[src/rtl/main_fsm_if.sv]
// Control bundle between the multi-cycle RV32I main FSM (master) and its datapath (slave).
interface main_fsm_if;
  logic [6:0] op;
  logic       pc_update;
  logic       branch;
  logic       ir_write;
  logic       reg_write;
  logic       mem_write;
  logic       adr_src;
  logic [1:0] alu_src_a;
  logic [1:0] alu_src_b;
  logic [1:0] alu_op;
  logic [1:0] result_src;
  logic [1:0] imm_src;
  logic       illegal_op;
  logic [3:0] state;

  modport master (
    input  op,
    output pc_update, branch, ir_write, reg_write, mem_write, adr_src,
    output alu_src_a, alu_src_b, alu_op, result_src, imm_src, illegal_op, state
  );

  modport slave (
    output op,
    input  pc_update, branch, ir_write, reg_write, mem_write, adr_src,
    input  alu_src_a, alu_src_b, alu_op, result_src, imm_src, illegal_op, state
  );
endinterface

[src/rtl/main_fsm.sv]
// Moore control FSM for the multi-cycle RV32I datapath (lw, sw, R, I, beq, jal).
// Define MAIN_FSM_ILLEGAL_TRAP_EN to trap unknown opcodes in a sticky ILLEGAL state.
module main_fsm (
  input  logic       clk,
  input  logic       reset,
  main_fsm_if.master bus
);

  localparam logic [6:0] OpLw   = 7'b0000011;
  localparam logic [6:0] OpSw   = 7'b0100011;
  localparam logic [6:0] OpR    = 7'b0110011;
  localparam logic [6:0] OpI    = 7'b0010011;
  localparam logic [6:0] OpJal  = 7'b1101111;
  localparam logic [6:0] OpBeq  = 7'b1100011;

  typedef enum logic [3:0] {
    StFetch    = 4'd0,
    StDecode   = 4'd1,
    StMemAdr   = 4'd2,
    StMemRead  = 4'd3,
    StMemWb    = 4'd4,
    StMemWrite = 4'd5,
    StExecuteR = 4'd6,
    StAluWb    = 4'd7,
    StExecuteI = 4'd8,
    StJal      = 4'd9,
    StBeq      = 4'd10,
    StIllegal  = 4'd11
  } state_e;

  typedef struct packed {
    logic       pc_update;
    logic       branch;
    logic       ir_write;
    logic       reg_write;
    logic       mem_write;
    logic       adr_src;
    logic [1:0] alu_src_a;
    logic [1:0] alu_src_b;
    logic [1:0] alu_op;
    logic [1:0] result_src;
`ifdef MAIN_FSM_ILLEGAL_TRAP_EN
    logic       illegal;
`endif
  } ctrl_t;

  function automatic ctrl_t ctrl_of(state_e s);
    ctrl_t c;
    c = '0;
    case (s)
      StFetch: begin
        c.ir_write = 1'b1; c.alu_src_b = 2'b10; c.result_src = 2'b10; c.pc_update = 1'b1;
      end
      StDecode:   begin c.alu_src_a = 2'b01; c.alu_src_b = 2'b01; end
      StMemAdr:   begin c.alu_src_a = 2'b10; c.alu_src_b = 2'b01; end
      StMemRead:  c.adr_src = 1'b1;
      StMemWb:    begin c.result_src = 2'b01; c.reg_write = 1'b1; end
      StMemWrite: begin c.adr_src = 1'b1; c.mem_write = 1'b1; end
      StExecuteR: begin c.alu_src_a = 2'b10; c.alu_op = 2'b10; end
      StExecuteI: begin c.alu_src_a = 2'b10; c.alu_src_b = 2'b01; c.alu_op = 2'b10; end
      StAluWb:    c.reg_write = 1'b1;
      StJal:      begin c.alu_src_a = 2'b01; c.alu_src_b = 2'b10; c.pc_update = 1'b1; end
      StBeq:      begin c.alu_src_a = 2'b10; c.alu_op = 2'b01; c.branch = 1'b1; end
`ifdef MAIN_FSM_ILLEGAL_TRAP_EN
      StIllegal:  c.illegal = 1'b1;
`endif
      default:    c = '0;
    endcase
    return c;
  endfunction

  state_e state_q, state_d;
  ctrl_t  ctrl_q, ctrl_d;

  always_comb begin
    state_d = state_q;
    case (state_q)
      StFetch: state_d = StDecode;
      StDecode: begin
        case (bus.op)
          OpLw, OpSw: state_d = StMemAdr;
          OpR:        state_d = StExecuteR;
          OpI:        state_d = StExecuteI;
          OpJal:      state_d = StJal;
          OpBeq:      state_d = StBeq;
`ifdef MAIN_FSM_ILLEGAL_TRAP_EN
          default:    state_d = StIllegal;
`else
          default:    state_d = StFetch;
`endif
        endcase
      end
      StMemAdr:   state_d = (bus.op == OpSw) ? StMemWrite : StMemRead;
      StMemRead:  state_d = StMemWb;
      StExecuteR, StExecuteI, StJal: state_d = StAluWb;
      StMemWb, StMemWrite, StAluWb, StBeq: state_d = StFetch;
`ifdef MAIN_FSM_ILLEGAL_TRAP_EN
      StIllegal:  state_d = StIllegal;
`endif
      default:    state_d = StFetch;
    endcase
    // Outputs are a pure function of the state they will accompany, so they register cleanly.
    ctrl_d = ctrl_of(state_d);
  end

  always_ff @(posedge clk) begin
    if (reset) begin
      state_q <= StFetch;
      ctrl_q  <= ctrl_of(StFetch);
    end else begin
      state_q <= state_d;
      ctrl_q  <= ctrl_d;
    end
  end

  always_comb begin
    case (bus.op)
      OpSw:    bus.imm_src = 2'b01;
      OpBeq:   bus.imm_src = 2'b10;
      OpJal:   bus.imm_src = 2'b11;
      default: bus.imm_src = 2'b00;
    endcase
  end

  // Strobes are masked while reset is high so no write escapes during any reset cycle.
  assign bus.pc_update  = ctrl_q.pc_update & ~reset;
  assign bus.branch     = ctrl_q.branch    & ~reset;
  assign bus.ir_write   = ctrl_q.ir_write  & ~reset;
  assign bus.reg_write  = ctrl_q.reg_write & ~reset;
  assign bus.mem_write  = ctrl_q.mem_write & ~reset;
  assign bus.adr_src    = ctrl_q.adr_src;
  assign bus.alu_src_a  = ctrl_q.alu_src_a;
  assign bus.alu_src_b  = ctrl_q.alu_src_b;
  assign bus.alu_op     = ctrl_q.alu_op;
  assign bus.result_src = ctrl_q.result_src;
  assign bus.state      = state_q;
`ifdef MAIN_FSM_ILLEGAL_TRAP_EN
  assign bus.illegal_op = ctrl_q.illegal & ~reset;
`else
  assign bus.illegal_op = 1'b0;
`endif

endmodule

[src/flat_wrapper.sv]
// flat-port wrapper written by rule: the top's interface ports become plain ports
module main_fsm_flat 
  (clk, reset, bus_op, bus_pc_update, bus_branch, bus_ir_write, bus_reg_write, bus_mem_write, bus_adr_src, bus_alu_src_a, bus_alu_src_b, bus_alu_op, bus_result_src, bus_imm_src, bus_illegal_op, bus_state);
  main_fsm_if bus_i ();
  input  logic clk;
  input  logic reset;
  input wire logic [$bits(bus_i.op)-1:0] bus_op;
  output wire logic [$bits(bus_i.pc_update)-1:0] bus_pc_update;
  output wire logic [$bits(bus_i.branch)-1:0] bus_branch;
  output wire logic [$bits(bus_i.ir_write)-1:0] bus_ir_write;
  output wire logic [$bits(bus_i.reg_write)-1:0] bus_reg_write;
  output wire logic [$bits(bus_i.mem_write)-1:0] bus_mem_write;
  output wire logic [$bits(bus_i.adr_src)-1:0] bus_adr_src;
  output wire logic [$bits(bus_i.alu_src_a)-1:0] bus_alu_src_a;
  output wire logic [$bits(bus_i.alu_src_b)-1:0] bus_alu_src_b;
  output wire logic [$bits(bus_i.alu_op)-1:0] bus_alu_op;
  output wire logic [$bits(bus_i.result_src)-1:0] bus_result_src;
  output wire logic [$bits(bus_i.imm_src)-1:0] bus_imm_src;
  output wire logic [$bits(bus_i.illegal_op)-1:0] bus_illegal_op;
  output wire logic [$bits(bus_i.state)-1:0] bus_state;
  assign bus_i.op = bus_op;
  assign bus_pc_update = bus_i.pc_update;
  assign bus_branch = bus_i.branch;
  assign bus_ir_write = bus_i.ir_write;
  assign bus_reg_write = bus_i.reg_write;
  assign bus_mem_write = bus_i.mem_write;
  assign bus_adr_src = bus_i.adr_src;
  assign bus_alu_src_a = bus_i.alu_src_a;
  assign bus_alu_src_b = bus_i.alu_src_b;
  assign bus_alu_op = bus_i.alu_op;
  assign bus_result_src = bus_i.result_src;
  assign bus_imm_src = bus_i.imm_src;
  assign bus_illegal_op = bus_i.illegal_op;
  assign bus_state = bus_i.state;
  main_fsm u_core (.clk(clk), .reset(reset), .bus(bus_i));
endmodule
[config.mk]
export PLATFORM = sky130hd
export DESIGN_NAME = main_fsm_flat
export DESIGN_NICKNAME = d
export VERILOG_FILES = /design/src/rtl/main_fsm_if.sv /design/src/rtl/main_fsm.sv /design/src/flat_wrapper.sv
export SDC_FILE = /design/constraint.sdc
export NUM_CORES = 1
export LEC_CHECK = 0
export CORE_UTILIZATION = 30
export CTS_BUF_LIST = sky130_fd_sc_hd__clkbuf_8 sky130_fd_sc_hd__clkbuf_16
export DETAILED_ROUTE_END_ITERATION = 10
export GPL_ROUTABILITY_DRIVEN = 0
export PLACE_DENSITY_LB_ADDON = 0.12
export SETUP_SLACK_MARGIN = 0.15
export SYNTH_ARGS = -nofsm -noshare
export SYNTH_HDL_FRONTEND = slang
export SYNTH_SLANG_ARGS = --single-unit
export TNS_END_PERCENT = 100
[constraint.sdc]
create_clock -name clk -period 2.1 [get_ports clk]
set_input_delay 0.42 -clock clk [delete_from_list [all_inputs] [get_ports clk]]
set_output_delay 0.42 -clock clk [all_outputs]
set_load 0.03 [all_outputs]
==> results by stage, run 1 <==
Outcome:
- The flow ran to the end, and the final reports show no timing, DRC or antenna violations.

CTS:
- The sink count of the clock tree is 16.
- The clock root buffer is clkbuf_8.
- CTS built an H-tree with a depth of 1.
- The number of hold buffers added after CTS is 0.
- The later pin in the worst-skew pair is clocked with a latency of 0.24 ns.
- The number of CTS-inserted buffers is 3.
- The clock tree from TritonCTS is yes.
- The maximum buffer depth of the clock tree is 2.
- The clock-pin slew on the worst setup and hold paths is 0.06 ns.

Job:
- Max-cap violations in this run came to 0.

Critical path:
- The data required time at the worst endpoint is 1.68 ns.
- The critical path is of the reg2out type.
- The category of the worst setup path capture point is a primary output.
- The depth of the most critical reg-to-reg path is 7.
- The cell with the largest stage delay on the worst path is clkdlybuf4s50_1.
- The sum of buffers and inverters on the critical path is 1.
- In this run the number of cells on the critical path is 1.
- Of all nets on the critical path, the largest fanout is 8.
- The largest stage delay on the critical path is 0.73 ns.
- The worst reg-to-reg setup slack is 0.36 ns.
- The worst endpoint data arrival time is 1.46 ns.
- Traced cell by cell, the critical path runs through clkdlybuf4s50_1.
- Broken down by cell family, the worst path's largest delay share belongs to buffers and inverters.
- The startpoint type of the worst setup path is a register.

Finish:
- The area growth from synthesis to layout is 47.8%.
- The layout net count is 155.
- The library cells used most frequently in the layout, excluding fill and tap cells, are 27 x buf_4, 16 x dfxtp_1, 13 x clkdlybuf4s50_1.
- The total inserted antenna cells is 0.
- The share of the core filled with cells is 48.0%.
- The number of cells in the finished layout apart from fillers is 176.
- Across the whole layout, storage elements account for 320 um2.
- Cells with a size suffix above 1 make up 32.4% of the layout.
- After filler insertion, the fill cell instance count of the layout stands at 292.
- The multi-input combinational cells in the finished layout cover a total of 527 um2.
- Leaving out fill and tap cells, the most frequent cell in the layout is buf_4.

Die:
- 30 I/O pins were placed.
- For this configuration, the core starts out at a cell density of 32.5%.
- The height of the die is 57.6 um.
- Measured along the x axis, the die boundary spans 57.6 um.
- In this run the standard cell core region covers 0.00285 mm2.
- The number of cell rows is 19.
- The die covers 0.00332 mm2.

STA:
- The number of slew-limit violations in the final report is 0.
- The final critical path takes up 89.6% of the cycle.
- The hold violation count in the final report was 0.
- Across the routed clock network, the largest skew measured is 0.00221 ns.
- The minimum clock period after layout is 1.88 ns.
- Setup repair after global routing left no endpoint under its margin.
- The count of endpoints failing setup in the final report is 0.
- Derived from the worst setup path, the maximum achievable clock frequency is 0.531 GHz.

Global route:
- Global routing used 13.7% of the available tracks across all layers.
- The largest net degree at the start of global routing is 11.
- Global routing finished with a remaining overflow of 0.
- The number of antenna violations at the first check in global routing is 0.
- The first-pass GRT wire length is 3420 um.
- The number of global-route vias before repair was 797.

Placed design:
- The wire-length estimate of the detail-placed layout is 1670 um.
- Input and output buffers added on the ports amount to 28.
- Once placement completed, the tool counted placed cells totaling 170.

Yosys:
- Of all cell types, the one taking the most synthesized area is dfxtp_1.
- The number of instances in the synthesized netlist is 105.
- By area the synthesized netlist is led by dfxtp_1 35%, buf_4 8.1%, nor2_1 4.0%, nor2b_1 3.4%, nand4bb_4 3.0%.
- The primary flip-flop cell chosen by synthesis mapping is dfxtp_1.
- The share of synthesized area occupied by flip-flops and latches is 34.5%.
- The fraction of post-synthesis cell area in the top cell type by area is 34.5%.
- After synthesis the netlist holds a flip-flop and latch count of 16.
- Of all flip-flops after synthesis, the portion carrying an async set or reset was 0%.
- The number of nets handed over by synthesis was 114.
- The per-instance average area after synthesis is 8.83 um2.
- The count of distinct cell types in the synthesized netlist is 42.
- The number of enable-type register cells in the synthesized netlist is 0.
- For this run, the number of Yosys warnings is 0.
- After synthesis the cells add up to 927 um2.

Drt:
- In the routed design, unresolved DRC markers number 0.
- Before antenna repair, the detailed router went through 4 iterations.
- The total wire length is 2090 um.
- The mean routed wirelength per cell is 11.9 um.
- The via density per instance is 4.88.
- The detail route stage leaves a number of antenna-violating nets equal to 0.
- The final route contains 858 vias.
- The violation count after the first detailed-routing iteration is 15.

Pwr:
- Cell internal power was estimated by the tool at 548 uW.
- The analysis attributes to net switching a power of 179 uW.
- Of the total power, the clock network draws 36.4%.
- Of the total power, combinational logic draws 19.5%.
- For this design the static power due to leakage is 0.632 nW.
- The worst vdd rail ir drop is 0.232 mV.
- In this run the power density over the cells is 530 mW/mm2.
- The fraction of power consumed by sequential logic is 44.1%.
- Net switching is 24.6% of the power.

Worst hold path:
- The tightest min-delay check is of the in2reg type.
- Counting instances, the worst hold path has a depth of 3.
repair_timing:
item | 4_1_cts | 5_1_grt
gates resized for setup | 9 | 4
buffers inserted | 2 | 0
pin swaps | 3 | 3
setup endpoints to repair | 3 | 7
kinds of logic (layout without fill, tap and decap cells):
kind of cell             Yosys count  after routing  share of synthesized area, %
AO/OA/AOI/OAI                     19             19                          15.3
XOR/XNOR                           1              1                         0.945
adder cells (fa/ha/maj)            1              1                          1.08
buffers and inverters             17             57                          10.9
flip-flops                        16             16                          34.5
multiplexers                       1              1                          1.08
other                              1              1                         0.404
AND/OR/NAND/NOR                   49             49                          35.8
through the flow:
step                      hold slack (ns)  setup WS [ns]  power [mW]  TNS [ns]  cell area [um2]
after floorplan                     0.500          0.376       0.408         0              932
after global placement              0.759        -0.0723       0.469    -0.346             1290
final                               0.734          0.217       0.726         0             1370
after global routing                0.759          0.160       0.765         0             1370
after detailed placement            0.747         -0.134       0.470    -0.511             1290
after CTS                           0.709          0.157       0.736         0             1360
worst paths after layout:
check / endpoint / startpoint
max: bus_state[0] / u_core.bus.state[0]
min reg2reg: u_core.bus.alu_src_a[1] / u_core.bus.state[0]
min: u_core.bus.alu_op[1] / bus_op[5]
max reg2reg: u_core.ctrl_q[10] / u_core.bus.state[1]
synth_stat cells, drive strengths merged (2+ instances only):
library cell  number
dfxtp             16
buf               10
nor2              10
nand2              7
a21oi              5
inv                5
nor2b              5
o21ai              5
nand2b             4
nand3              3
nand4              3
nor3               3
nor4               3
and2               2
and3               2
clkbuf             2
power by group through the flow:
stage	clock (mW)	combinational, mW	sequential [mW]
after global placement	0	0.143	0.327
after global routing	0.291	0.153	0.321
after detailed placement	0	0.143	0.327
after floorplan	0	0.0790	0.329
after CTS	0.274	0.142	0.320
final	0.264	0.142	0.320
cell type report:
cell class                 count  area share [%]
sequential                    16            23.4
clock buffer                   4            4.02
tap                           31            2.83
multi-input combinational     72            38.4
timing repair buffer          48            30.0
inverter                       5            1.37
sequential cells by signal, indices dropped and copies added (netlist names):
signal and flops:
u_core.bus.result_src 1, u_core.bus.state 4, u_core.bus.alu_src_a 2, u_core.bus.adr_src 1
u_core.bus.alu_src_b 2, u_core.ctrl_q 5, u_core.bus.alu_op 1
per-layer routing:
metal | up-vias | GRT usage (%) | part of all wire, %
met5 | - | 0 | 0
met4 | 0 | 7.32 | 1.1
met3 | 2 | 1.59 | 3.5
met2 | 24 | 23.9 | 50
met1 | 390 | 16.3 | 46
li1 | 442 | - | -
Power figures use the tool's default switching activity.
==> run 2: changes to the inputs <==
--- a/config.mk
+++ b/config.mk
@@ -14,4 +14,3 @@
 export SYNTH_ARGS = -nofsm -noshare
 export SYNTH_HDL_FRONTEND = slang
 export SYNTH_SLANG_ARGS = --single-unit
-export TNS_END_PERCENT = 100
==> results of run 2 <==
Final layout, timing and power as in run 1 (identical DEF).
